--- config.mk ---
export PLATFORM = sky130hd
export DESIGN_NAME = mult_div
export DESIGN_NICKNAME = d
export VERILOG_FILES = /design/src/rtl/mult_div.sv
export SDC_FILE = /design/constraint.sdc
export NUM_CORES = 1
export LEC_CHECK = 0
export ABC_AREA = 1
export BUFFER_PORTS_ARGS = -buffer_cell sky130_fd_sc_hd__buf_2
export CORE_MARGIN = 2
export CORE_UTILIZATION = 60
export CTS_BUF_LIST = sky130_fd_sc_hd__clkbuf_4 sky130_fd_sc_hd__clkbuf_8 sky130_fd_sc_hd__clkbuf_16
export DETAILED_ROUTE_END_ITERATION = 10
export PLACE_DENSITY = 0.8
export SYNTH_ARGS = -nofsm -noshare
export SYNTH_HDL_FRONTEND = slang
export SYNTH_SLANG_ARGS = --single-unit
--- constraint.sdc ---
create_clock -name clk -period 3.1 [get_ports clk]
set_input_delay 0.31 -clock clk [delete_from_list [all_inputs] [get_ports clk]]
set_output_delay 0.31 -clock clk [all_outputs]
set_load 0.01 [all_outputs]
--- src/rtl/mult_div.sv ---
// Iterative 32-cycle multiply/divide unit with HI/LO result registers.
// One shift-add or restoring-divide step per cycle, then a sign fixup.
module mult_div #(
  parameter int WIDTH = 32
) (
  input  logic             clk,
  input  logic             reset,
  input  logic             start,
  input  logic [1:0]       op,
  input  logic [WIDTH-1:0] A,
  input  logic [WIDTH-1:0] B,
  input  logic             hi_we,
  input  logic             lo_we,
  output logic [WIDTH-1:0] HI,
  output logic [WIDTH-1:0] LO,
  output logic             busy,
  output logic             done
);

  localparam int CW = 5;

  typedef enum logic [1:0] {
    ST_IDLE,
    ST_CALC,
    ST_FIX
  } state_t;

  state_t               state_q, state_d;
  logic [CW-1:0]        cnt_q, cnt_d;
  logic                 is_div_q, is_div_d;
  logic                 quo_neg_q, quo_neg_d;
  logic                 rem_neg_q, rem_neg_d;
  logic [2*WIDTH-1:0]   acc_q, acc_d;
  logic [WIDTH-1:0]     opb_q, opb_d;
  logic [WIDTH-1:0]     hi_q, hi_d;
  logic [WIDTH-1:0]     lo_q, lo_d;
  logic                 done_q, done_d;

  logic                 a_neg, b_neg;
  logic [WIDTH-1:0]     mag_a, mag_b;
  logic [WIDTH:0]       rem_sh, trial, sum;
  logic [2*WIDTH-1:0]   acc_neg;

  // The low half holds the multiplier or the dividend, so both ops load alike.
  assign a_neg   = ~op[0] & A[WIDTH-1];
  assign b_neg   = ~op[0] & B[WIDTH-1];
  assign mag_a   = a_neg ? ({WIDTH{1'b0}} - A) : A;
  assign mag_b   = b_neg ? ({WIDTH{1'b0}} - B) : B;
  assign rem_sh  = acc_q[2*WIDTH-1:WIDTH-1];
  assign trial   = rem_sh - {1'b0, opb_q};
  assign sum     = {1'b0, acc_q[2*WIDTH-1:WIDTH]} + (acc_q[0] ? {1'b0, opb_q} : {(WIDTH+1){1'b0}});
  assign acc_neg = {(2*WIDTH){1'b0}} - acc_q;

  // NOTE: every signal written here gets a default first, so no latch can be inferred.
  always_comb begin
    state_d   = state_q;
    cnt_d     = cnt_q;
    is_div_d  = is_div_q;
    quo_neg_d = quo_neg_q;
    rem_neg_d = rem_neg_q;
    acc_d     = acc_q;
    opb_d     = opb_q;
    hi_d      = hi_q;
    lo_d      = lo_q;
    done_d    = 1'b0;

    case (state_q)
      ST_IDLE: begin
        if (hi_we) hi_d = A;
        if (lo_we) lo_d = A;
        if (start) begin
          is_div_d  = op[1];
          // A zero divisor leaves the all-ones quotient unsigned-looking.
          quo_neg_d = (a_neg ^ b_neg) & ~(op[1] & (B == {WIDTH{1'b0}}));
          rem_neg_d = a_neg;
          acc_d     = {{WIDTH{1'b0}}, mag_a};
          opb_d     = mag_b;
          cnt_d     = '0;
          state_d   = ST_CALC;
        end
      end
      ST_CALC: begin
        if (is_div_q) begin
          if (!trial[WIDTH]) acc_d = {trial[WIDTH-1:0], acc_q[WIDTH-2:0], 1'b1};
          else               acc_d = {acc_q[2*WIDTH-2:0], 1'b0};
        end else begin
          acc_d = {sum, acc_q[WIDTH-1:1]};
        end
        cnt_d = cnt_q + 1'b1;
        if (cnt_q == CW'(WIDTH-1)) state_d = ST_FIX;
      end
      ST_FIX: begin
        if (is_div_q) begin
          lo_d = quo_neg_q ? acc_neg[WIDTH-1:0] : acc_q[WIDTH-1:0];
          hi_d = rem_neg_q ? ({WIDTH{1'b0}} - acc_q[2*WIDTH-1:WIDTH]) : acc_q[2*WIDTH-1:WIDTH];
        end else begin
          {hi_d, lo_d} = quo_neg_q ? acc_neg : acc_q;
        end
        done_d  = 1'b1;
        state_d = ST_IDLE;
      end
      default: state_d = ST_IDLE;
    endcase
  end

  // NOTE: state uses non-blocking assignments so all flops update from pre-edge values.
  // NOTE: datapath registers are reset too, keeping HI/LO and the pipeline deterministic.
  always_ff @(posedge clk or negedge reset) begin
    if (!reset) begin
      state_q   <= ST_IDLE;
      cnt_q     <= '0;
      is_div_q  <= 1'b0;
      quo_neg_q <= 1'b0;
      rem_neg_q <= 1'b0;
      acc_q     <= '0;
      opb_q     <= '0;
      hi_q      <= '0;
      lo_q      <= '0;
      done_q    <= 1'b0;
    end else begin
      state_q   <= state_d;
      cnt_q     <= cnt_d;
      is_div_q  <= is_div_d;
      quo_neg_q <= quo_neg_d;
      rem_neg_q <= rem_neg_d;
      acc_q     <= acc_d;
      opb_q     <= opb_d;
      hi_q      <= hi_d;
      lo_q      <= lo_d;
      done_q    <= done_d;
    end
  end

  assign HI   = hi_q;
  assign LO   = lo_q;
  assign busy = (state_q != ST_IDLE);
  assign done = done_q;

endmodule

==> reports/summary.txt <==
DETAILED ROUTING
----------------------------------------------------------------------------------------
Detailed-route vias per instance ..........................................         6.13
Final wirelength ..........................................................     71200 um
DRC violations left .......................................................            0
Vias ......................................................................        21400
Wire length per cell ......................................................      20.4 um
Number of violations reported at the end of detailed-routing iteration 0 ..         3037
Final antenna-violating net count .........................................            0
DRT Pass-1 Iters ..........................................................            6

LAYOUT
----------------------------------------------------------------------------------------
Fraction of layout instances using a drive strength above 1 ...............        9.59%
Area grow syn2layout ......................................................        11.7%
Final core utilization ....................................................        68.5%
NumNets Final .............................................................         3238

CTS
----------------------------------------------------------------------------------------
CTS sink count ............................................................          171
Number of buffers inserted during clock tree synthesis ....................           17
Clock network latency to the later pin of the worst-skew pair .............      0.47 ns
Buffer count from post-CTS setup fixing ...................................            0
Clock transition at path regs .............................................      0.08 ns
Number of H-tree branching levels .........................................            4
Clock tree buffer depth ...................................................            2
CTS tree ..................................................................         done
Master cell of the clock root buffer ...................................... sky130_fd_sc_hd__clkbuf_16

TIMING
----------------------------------------------------------------------------------------
Final setup violation count ...............................................            0
Setup WS post-layout ......................................................     0.140 ns
Fin Clk Skew ..............................................................    0.0221 ns
Period minus WS final .....................................................      2.96 ns
Timing-limited maximum frequency ..........................................      338 MHz
Number of max-slew violations in the final report .........................            0
Fraction of the cycle the final worst path needs ..........................        95.5%
Total count of hold-check failures in the final report ....................            0
Worst rel slew slack ......................................................        39.7%
RSZ-0062 raised after global routing ......................................        false
Slew at the pin with the worst max-slew slack .............................     0.905 ns
Total negative slack for setup checks .....................................         0 ns

POWER
----------------------------------------------------------------------------------------
Cell leakage power ........................................................      10.0 nW
Worst supply voltage drop on vdd ..........................................       877 uV
Areal power density over the cells ........................................ 1360 nW/um^2

YOSYS
----------------------------------------------------------------------------------------
Multiplexer share of the synthesized area .................................           0%
Synthesis warning total ...................................................            0
Fraction of registers with async set/reset ................................         100%
Area share of the largest cell type after synthesis .......................        24.9%
Synthesized net count .....................................................         3106
Combinational family with the most area after synthesis ................... simple AND/OR/NAND/NOR gates
Area share of xor/xnor cells in the synthesized design ....................        1.84%
Synth area leaders ........................................................ sky130_fd_sc_hd__dfrtp_1 25%, sky130_fd_sc_hd__nand2_1 19%, sky130_fd_sc_hd__inv_1 9.0%
Unique cell type count in the Yosys netlist ...............................           52
Number of flip-flops and latches in the synthesized netlist ...............          171
Number of enable-type register cells in the synthesized netlist ...........            0
Adder-Cell Fraction of Synth Area .........................................        5.33%
Compound-gate portion of the synthesized area .............................        15.3%
Netlist Area Pre-Place ....................................................  17200 sq um
Area leader, netlist ...................................................... sky130_fd_sc_hd__dfrtp_1
Most frequent cell after synthesis ........................................ sky130_fd_sc_hd__nand2_1
Post-synthesis simple-gate area fraction ..................................        40.9%
Post-synth top cells ...................................................... 869 x sky130_fd_sc_hd__nand2_1, 413 x sky130_fd_sc_hd__inv_1, 375 x sky130_fd_sc_hd__nor2_1
Most instantiated flip-flop cell in the synthesis netlist ................. sky130_fd_sc_hd__dfrtp_1
Post-synthesis average cell area ..........................................   5.80 sq um
Cell count after synthesis ................................................         2963
Sequential cell area fraction in the yosys report .........................        24.9%

GLOBAL ROUTE
----------------------------------------------------------------------------------------
Layer with the highest usage after global routing .........................         met2
Wire length of the first global-routing pass ..............................    110000 um
Vias in the first global route ............................................        20500
Met2 capacity usage during global routing .................................        79.1%
Met1 track demand over resource ...........................................        52.0%
Global-route congestion overflow total ....................................            0
Met3 Resource Use GR ......................................................        9.52%
Total routing usage reported by global routing ............................        47.0%
Number of antenna violations at the first check in global routing .........            1
Largest net degree at the start of global routing .........................           81

DIE
----------------------------------------------------------------------------------------
Die Height ................................................................       173 um
I/O pin total .............................................................          137
Std-Cell Core Area ........................................................  28000 sq um
Area of the die ...........................................................  30000 sq um
Horizontal extent of the die ..............................................       173 um
Initial core utilization ..................................................        61.3%
Std cell rows .............................................................           61

FLOW RUN
----------------------------------------------------------------------------------------
Max cap viols .............................................................            0

CRITICAL PATH
----------------------------------------------------------------------------------------
CP Data Arrival Time ......................................................      3.36 ns
Largest driver fanout on the critical path ................................           30
Worst reg2reg path startpoint ............................................. acc_q[31]$_DFFE_PN0P_
Crit path from ............................................................ acc_q[31]$_DFFE_PN0P_
Termination of the worst setup path ....................................... acc_q[42]$_DFFE_PN0P_
Crit path kind ............................................................ flop to flop
Terminus of the critical flop-to-flop path ................................ acc_q[42]$_DFFE_PN0P_
Kind of start point of the critical path ..................................         flop
Worst reg2reg path depth ..................................................           18
Critical path capture point type ..........................................         flop
Crit path required time ...................................................      3.50 ns
R2r setup slk .............................................................      0.14 ns

PLACE
----------------------------------------------------------------------------------------
Port Buffer Count .........................................................          136
Total half-perimeter wirelength after legalization and detailed placement .     55400 um
Worst slack at placement ..................................................     0.162 ns
Gpl congestion ............................................................         1.09

HOLD PATH
----------------------------------------------------------------------------------------
Min-Delay Path Class ...................................................... primary input to flop

STATUS
----------------------------------------------------------------------------------------
Outcome ...................................................................    completed

## how the worst min path moves through the flow
| stage | to | cells past startpoint | slack [ns] | start |
|---|---|---|---|---|
| floorplan | HI[0]$_DFFE_PN0P_ | 0 | 0.01 | reset |
| global placement | HI[5]$_DFFE_PN0P_ | 1 | 0.40 | reset |
| detailed placement | LO[9]$_DFFE_PN0P_ | 1 | 0.41 | reset |
| CTS | opb_q[29]$_DFFE_PN0P_ | 3 | 0.16 | B[29] |
| global route | opb_q[29]$_DFFE_PN0P_ | 3 | 0.17 | B[29] |
| finish | opb_q[29]$_DFFE_PN0P_ | 3 | 0.15 | B[29] |
## power by group
| group | internal [mW] | switching (mW) |
|---|---|---|
| Clock | 1.31 | 1.08 |
| Combinational | 6.13 | 13.1 |
| Sequential | 3.41 | 1.16 |
## layout by cell type (no fill, tap or decap), drive strengths merged, types with 5 or more instances in the layout
| master | n |
|---|---|
| a21boi | 6 |
| a21o | 6 |
| a21oi | 179 |
| a22oi | 6 |
| a31oi | 31 |
| buf | 206 |
| clkbuf | 18 |
| clkinv | 5 |
| dfrtp | 171 |
| ha | 70 |
| inv | 431 |
| nand2 | 878 |
| nand3 | 305 |
| nand3b | 16 |
| nand4 | 33 |
| nor2 | 383 |
| nor3 | 34 |
| nor4 | 5 |
| o211ai | 9 |
| o21ai | 228 |
| o21bai | 8 |
| or2 | 17 |
| xnor2 | 21 |
| xor2 | 15 |
## metrics by stage
step	hold WS (ns)	std cells	power (mW)	instance area (sq um)
2_1_floorplan	0.0144	2963	17.0	17200
3_3_place_gp	0.403	3453	22.5	18500
3_5_place_dp	0.406	3453	22.9	18500
4_1_cts	0.160	3486	25.3	19200
5_1_grt	0.168	3487	28.2	19200
6_report	0.153	3487	26.1	19200
## layer usage
layer	part of all wire, %	wire length (um)
met3	11	7760
met5	0	0
met4	9.5	6780
met1	34	24000
met2	46	32700
## timing repair
| item | in CTS | in global routing |
|---|---|---|
| hold buffers | 1 | 0 |
| endpoints found under the hold margin | 77 | 0 |
| resized for setup | 0 | 1 |
| setup endpoints to repair | 0 | 27 |
## sequential cells by signal (all words and copies together), names as in the netlist
| signal | cells |
|---|---|
| acc_q | 64 |
| is_div_q | 1 |
| done | 1 |
| rem_neg_q | 1 |
| LO | 32 |
| cnt_q | 5 |
| quo_neg_q | 1 |
| state_q | 2 |
| opb_q | 32 |
| HI | 32 |
## critical path, stage by stage (launching register included)
cell	delay, ns
sky130_fd_sc_hd__dfrtp_1	0.42
sky130_fd_sc_hd__inv_1	0.11
sky130_fd_sc_hd__ha_1	0.24
sky130_fd_sc_hd__fa_1	0.46
sky130_fd_sc_hd__inv_1	0.12
sky130_fd_sc_hd__nand2_1	0.05
sky130_fd_sc_hd__nand2_1	0.07
sky130_fd_sc_hd__nand3_1	0.08
sky130_fd_sc_hd__nand2_2	0.13
sky130_fd_sc_hd__nand2_1	0.08
sky130_fd_sc_hd__nand2_2	0.10
sky130_fd_sc_hd__nand2_4	0.08
sky130_fd_sc_hd__nand2_4	0.08
sky130_fd_sc_hd__nand2_4	0.17
sky130_fd_sc_hd__nand2_8	0.29
sky130_fd_sc_hd__nand2_1	0.10
sky130_fd_sc_hd__nand3_1	0.09
sky130_fd_sc_hd__nand3_1	0.09
sky130_fd_sc_hd__nand2_1	0.13
## layout make-up
| cell class | count | area (sq um) |
|---|---|---|
| antenna | 1 | 2.50 |
| multi-input combinational | 2270 | 10900 |
| clock inverter | 14 | 181 |
| clock buffer | 18 | 439 |
| inverter | 428 | 1610 |
| sequential | 171 | 4280 |
| timing repair buffer | 207 | 1280 |
| tap | 378 | 473 |
| fill | 2585 | 8820 |
## logic make-up after synthesis
| group | Yosys count |
|---|---|
| and+or+nand+nor | 1674 |
| adders and majority gates | 72 |
| AOI/OAI and AO/OA | 488 |
| xor gates and xnor gates | 36 |
| DFF | 171 |
| buffers and inverters | 522 |
Power figures use the tool's default switching activity.
